$ cat src/rtl/fifo_rd_packer.sv
// -----------------------------------------------------------------------------
// fifo_rd_packer
//   Read-side packer for the rclk domain of an asynchronous FIFO. Pops WIDTH-bit
//   words (one-cycle registered RAM read) and packs RATIO consecutive words into
//   one RATIO*WIDTH-bit beat on a valid/ready stream. An explicit flush, or an
//   optional idle timeout, closes a partial beat with a contiguous lane mask.
//
//   Optional feature macro: PACKER_TIMEOUT_EN
//     defined   : a partial beat idle for TIMEOUT cycles is auto-flushed
//     undefined : partial beats wait for an explicit flush; TIMEOUT unused
//
// Ports
//   rclk     in   FIFO read clock (single clock domain)
//   rrst     in   asynchronous active-high reset
//   rempty   in   FIFO empty flag
//   rdata    in   FIFO read data, valid the cycle after an accepted rinc
//   rinc     out  FIFO read request, never high while rempty
//   flush    in   single-cycle pulse: emit the current partial beat
//   m_valid  out  output beat valid
//   m_ready  in   downstream accept
//   m_data   out  packed beat, first word in lane 0 (bits [WIDTH-1:0])
//   m_keep   out  per-lane valid mask, contiguous from lane 0
//   m_last   out  beat was closed by a flush or timeout
// -----------------------------------------------------------------------------
module fifo_rd_packer #(
    parameter int WIDTH   = 8,
    parameter int RATIO   = 4,
    parameter int TIMEOUT = 16
) (
    input  logic                   rclk,
    input  logic                   rrst,
    input  logic                   rempty,
    input  logic [WIDTH-1:0]       rdata,
    output logic                   rinc,
    input  logic                   flush,
    output logic                   m_valid,
    input  logic                   m_ready,
    output logic [RATIO*WIDTH-1:0] m_data,
    output logic [RATIO-1:0]       m_keep,
    output logic                   m_last
);

    // One extra bit so the counter can also represent a full pack held
    // while the output register is still occupied.
    localparam int CW = $clog2(RATIO) + 1;
    typedef logic [CW-1:0] cnt_t;
    localparam cnt_t FULL      = cnt_t'(RATIO);
    localparam cnt_t LAST_LANE = cnt_t'(RATIO - 1);

    cnt_t                   cnt_q, cnt_d;
    logic                   pend_q, pend_d;
    logic                   flush_pend_q, flush_pend_d;
    logic [RATIO*WIDTH-1:0] pack_q, pack_d;
    logic                   m_valid_q, m_valid_d;
    logic [RATIO*WIDTH-1:0] m_data_q, m_data_d;
    logic [RATIO-1:0]       m_keep_q, m_keep_d;
    logic                   m_last_q, m_last_d;

    logic                   timeout_hit;
    logic                   flush_eff;
    logic                   out_free;
    cnt_t                   cnt_cap;
    cnt_t                   occ;
    logic [RATIO*WIDTH-1:0] pack_cap;
    logic [RATIO-1:0]       keep_part;
    logic                   move_full, move_part, close_now, resolve;

`ifdef PACKER_TIMEOUT_EN
    localparam int IW = $clog2(TIMEOUT + 1);
    logic [IW-1:0] idle_q, idle_d;

    assign timeout_hit = (idle_q == IW'(TIMEOUT));

    // Counts consecutive cycles where a partial pack sits waiting on an empty
    // FIFO; any capture or flush (including its own) restarts the count.
    always_comb begin
        idle_d = '0;
        if (!pend_q && !flush_eff && rempty && cnt_q != '0 && cnt_q != FULL)
            idle_d = idle_q + 1'b1;
    end

    always_ff @(posedge rclk or posedge rrst) begin
        if (rrst) idle_q <= '0;
        else      idle_q <= idle_d;
    end
`else
    assign timeout_hit = 1'b0;
`endif

    // The flush pulse acts in its own cycle as well as through the latch, so a
    // flush with no read in flight closes the beat one cycle later.
    assign flush_eff = flush || flush_pend_q || timeout_hit;
    assign out_free  = !m_valid_q || m_ready;
    assign occ       = cnt_q + cnt_t'(pend_q);
    assign cnt_cap   = occ;

    // A read may also be issued in the cycle the last lane lands, provided the
    // finished beat can leave at the same edge; this keeps streaming bubble-free.
    assign close_now = pend_q && (cnt_q == LAST_LANE) && out_free;
    assign move_full = (cnt_cap == FULL) && out_free;
    assign move_part = flush_eff && !pend_q && (cnt_q != '0) && (cnt_q != FULL) && out_free;
    assign resolve   = flush_eff && (move_full || (!pend_q && (cnt_q == '0 || move_part)));

    assign rinc = !rempty && !flush_eff && !rrst && ((occ < FULL) || close_now);

    always_comb begin
        // NOTE: every signal driven here gets a default first, so no path leaves
        // it unassigned and no latch is inferred.
        pack_cap  = pack_q;
        keep_part = '0;
        for (int i = 0; i < RATIO; i++) begin
            if (pend_q && cnt_q == cnt_t'(i))
                pack_cap[i*WIDTH +: WIDTH] = rdata;
            keep_part[i] = (cnt_t'(i) < cnt_q);
        end

        pend_d       = rinc;
        flush_pend_d = flush_eff && !resolve;
        cnt_d        = cnt_cap;
        pack_d       = pack_cap;
        m_valid_d    = m_valid_q;
        m_data_d     = m_data_q;
        m_keep_d     = m_keep_q;
        m_last_d     = m_last_q;

        if (m_valid_q && m_ready)
            m_valid_d = 1'b0;

        // The pack is cleared on every move, so lanes not captured before a
        // flush read back as zero in the partial beat.
        if (move_full || move_part) begin
            cnt_d     = '0;
            pack_d    = '0;
            m_valid_d = 1'b1;
            m_data_d  = pack_cap;
            m_keep_d  = move_full ? '1 : keep_part;
            m_last_d  = !move_full;
        end
    end

    // NOTE: state registers use non-blocking assignments so every flop samples
    // the pre-edge values, independent of block evaluation order.
    always_ff @(posedge rclk or posedge rrst) begin
        if (rrst) begin
            cnt_q        <= '0;
            pend_q       <= 1'b0;
            flush_pend_q <= 1'b0;
            pack_q       <= '0;
            m_valid_q    <= 1'b0;
            m_data_q     <= '0;
            m_keep_q     <= '0;
            m_last_q     <= 1'b0;
        end else begin
            cnt_q        <= cnt_d;
            pend_q       <= pend_d;
            flush_pend_q <= flush_pend_d;
            pack_q       <= pack_d;
            m_valid_q    <= m_valid_d;
            m_data_q     <= m_data_d;
            m_keep_q     <= m_keep_d;
            m_last_q     <= m_last_d;
        end
    end

    assign m_valid = m_valid_q;
    assign m_data  = m_data_q;
    assign m_keep  = m_keep_q;
    assign m_last  = m_last_q;

endmodule

$ cat config.mk
export PLATFORM = sky130hd
export DESIGN_NAME = fifo_rd_packer
export DESIGN_NICKNAME = d
export VERILOG_FILES = /design/src/rtl/fifo_rd_packer.sv
export SDC_FILE = /design/constraint.sdc
export NUM_CORES = 1
export LEC_CHECK = 0
export BUFFER_PORTS_ARGS = -buffer_cell sky130_fd_sc_hd__buf_2
export CAP_MARGIN = 20
export CORE_ASPECT_RATIO = 0.9
export CORE_UTILIZATION = 49
export CTS_BUF_LIST = sky130_fd_sc_hd__clkbuf_2 sky130_fd_sc_hd__clkbuf_4 sky130_fd_sc_hd__clkbuf_8
export CTS_CLUSTER_DIAMETER = 60
export CTS_CLUSTER_SIZE = 40
export DETAILED_ROUTE_END_ITERATION = 10
export PLACE_DENSITY = 0.84
export SYNTH_ARGS = -nofsm -noshare
export SYNTH_HDL_FRONTEND = slang
export SYNTH_SLANG_ARGS = --single-unit
$ cat constraint.sdc
create_clock -name rclk -period 2.1 [get_ports rclk]
set_input_delay 0.105 -clock rclk [delete_from_list [all_inputs] [get_ports rclk]]
set_output_delay 0.105 -clock rclk [all_outputs]
set_load 0.1 [all_outputs]
==> results_dict.tcl <==
set metrics [dict create \
    chipHeight_um 77.07 \
    crit_path_top_delay_cell "dfrtp_2" \
    grt.total_usage_pct 21.70 \
    yosys_most_used_dff "dfrtp_1" \
    path_class "reg -> out" \
    cts_tree "built" \
    period_needed_ns 2.022 \
    hold_path.class "in -> reg" \
    drtAntennaViolNets 0 \
    cts_sinks 75 \
    synthTopCellsByArea "dfrtp_1 (61%), mux2i_1 (10%), a21oi_1 (5.4%), nor3_1 (5.4%), nor2_1 (4.9%)" \
    synth_top_cell_by_area "dfrtp_1" \
    io_pins 52 \
    htree_levels 3 \
    grt_pass1_wl_um 10760 \
    viasPerCell 5.446 \
    max_cap_violations 0 \
    startpoint_type "flop" \
    fin_util_pct 62.52 \
    hold_end "pend_q" \
    regToRegStartpoint "pend_q" \
    synthCells 259 \
    drt_iter0_markers 120 \
    seq_area_frac_synth_pct 61.17 \
    syn_avg_cell_area_um2 11.85 \
    slew_headroom_pct 65.71 \
    fp-row-count 26 \
    io_buffer_count 51 \
    start_util_pct 52.39 \
    async_flop_share_pct 100.0 \
    antenna_found_initial 0 \
    numCtsBuffers 9 \
    synth_top_cells_by_count "dfrtp_1 (75), nor2_1 (40), a21oi_1 (33), nor3_1 (33), mux2i_1 (32)" \
    drive_gt1_share_pct 30.43 \
    drc 0 \
    routedWlPerCell_um 16.53 \
    min_path_cells 3 \
    die_width_um 85.41 \
    dr.pass1.iters 4 \
    diodes 0 \
    status "completed" \
    area_delta_synth_final_pct 19.33 \
    fin_nets 332 \
    skew_ns 0.009907 \
    rsz0062_at_grt "false" \
    clk_root_buffer_cell "clkbuf_8" \
    crit_path_end_kind "primary output" \
    r2r_cells 7 \
    grt_pass1_vias 2136 \
    path_cells "ha_4 > ha_4 > xnor2_4 > nor2_2 > nor4b_4 > buf_12" \
    whs_ns 0.09170 \
    cp.required_ns 2.00 \
    maxSlewViolCount 0 \
    synth.most_common_cell "dfrtp_1" \
    synthesis.nets 274 \
    place.gp.congestion 0.8010 \
    yosys.cell_types.count 29 \
    synth-seq-cells 75 \
    yosysTopAreaCellShare_pct 61.17 \
    slowest_delay_ns 0.43 \
    hold_viol 0 \
    worst_path_most_repeated_cell "ha_4" \
    vias 2135 \
    cts_buffer_depth 2 \
    hp-start "flush" \
    design_area_mm2 0.003661 \
    dpl_cell_area_mm2 0.003453 \
    clk_latency_ns 0.35 \
    arrival_ns 1.92 \
    reg2reg_slack_ns 0.15 \
    min_period_over_period_pct 96.29 \
    rr_endpoint "m_data[24]" \
    dp_hpwl_um 4196 \
    synth_area_mm2 0.003068 \
    grt_overflow_total 0 \
    dieArea_mm2 0.006582 \
    clk_pin_slew_ns 0.08 \
    crit_fanout 3 \
    synth_edf_count 0 \
    yosysWarnings 0 \
    core_mm2 0.005856 \
    grt_max_degree 44 \
    tightestPinTransition_ns 0.5136 \
    crit_start "pend_q" \
    routed_wl_um 6480 \
    finalSetupViolations 0 \
    fmax_mhz 494.6 \
]
-- metrics by stage --
step                cells  setup slack (ns)  TNS [ns]
floorplan             259           -0.3208   -0.7518
global placement      373            0.1769         0
detailed placement    373           0.06006         0
CTS                   392           0.03443         0
global route          392          0.003804         0
finish                392           0.07796         0
-- repair_timing --
action                                  4_1_cts  5_1_grt
hold buffers                                  2        0
buffers inserted                              1        0
gates cloned                                  0        0
pin swaps                                     1        0
endpoints found under the setup margin        1        1
resized for setup                             0        1
hold endpoints to repair                     24        0
-- registers in the layout, indices dropped and copies added, names as in the netlist --
signal and count:
pend_q 1, flush_pend_q 1, m_last 1, pack_q 32
m_keep 4, cnt_q 3, m_data 32, m_valid 1
-- critical path: cells and delay by family, from the launching register on --
family / cells / cell delay [ns]
simple gates: 2 / 0.36
buf+inv: 1 / 0.22
xor+xnor: 1 / 0.22
fa+ha+maj: 2 / 0.34
flops: 1 / 0.43
-- placed cells by master (no fill, tap or decap), types with 2 or more instances in the layout --
master	n
dfrtp_1	71
buf_2	50
nor2_1	39
nor3_1	33
a21oi_1	33
mux2i_1	32
buf_4	13
clkbuf_8	10
dfrtp_2	4
nor2b_1	3
clkinvlp_4	3
nor4_4	2
or3_1	2
ha_4	2
clkinv_2	2
dlygate4sd3_1	2
buf_12	2
-- logic make-up (layout without fill, tap and decap cells) --
group                    count (synthesis)  after routing  synth area share [%]
multiplexers                            32             32                 10.44
AND/OR/NAND/NOR                         92             92                 15.87
flip-flops                              75             75                 61.17
AO/OA/AOI/OAI                           36             36                 6.077
adder cells (fa/ha/maj)                  2              2                0.8155
buffers and inverters                   21             84                 4.731
XOR/XNOR                                 1              1                0.8973
-- worst max-delay path by stage --
stage,to,slack (ns),cells past startpoint
after global routing,rinc,0.004,6
after detailed placement,m_data[31],0.06,7
after CTS,rinc,0.03,5
after floorplan,pend_q,-0.32,5
final,rinc,0.08,6
after global placement,m_data[6],0.18,7
-- cell type report --
class | instances | area (µm²)
Sequential cell | 75 | 1882
Multi-Input combinational cell | 163 | 1101
Clock buffer | 10 | 137.6
Tap cell | 70 | 87.58
Inverter | 1 | 3.754
Clock inverter | 6 | 41.29
Timing Repair Buffer | 67 | 407.9
Fill cell | 478 | 2195
-- routing by layer --
layer | GRT usage (%) | vias to the layer above | routed length, µm
met5 | 0 | - | 0
met4 | 6.500 | 0 | 88
met3 | 7.104 | 10 | 312
met2 | 32.64 | 60 | 3074
met1 | 30.07 | 1056 | 3005
li1 | - | 1009 | -
Power is left out: the tool's default activity adds up to more than one toggle a clock period on the data nets, which glitch-free logic cannot reach.
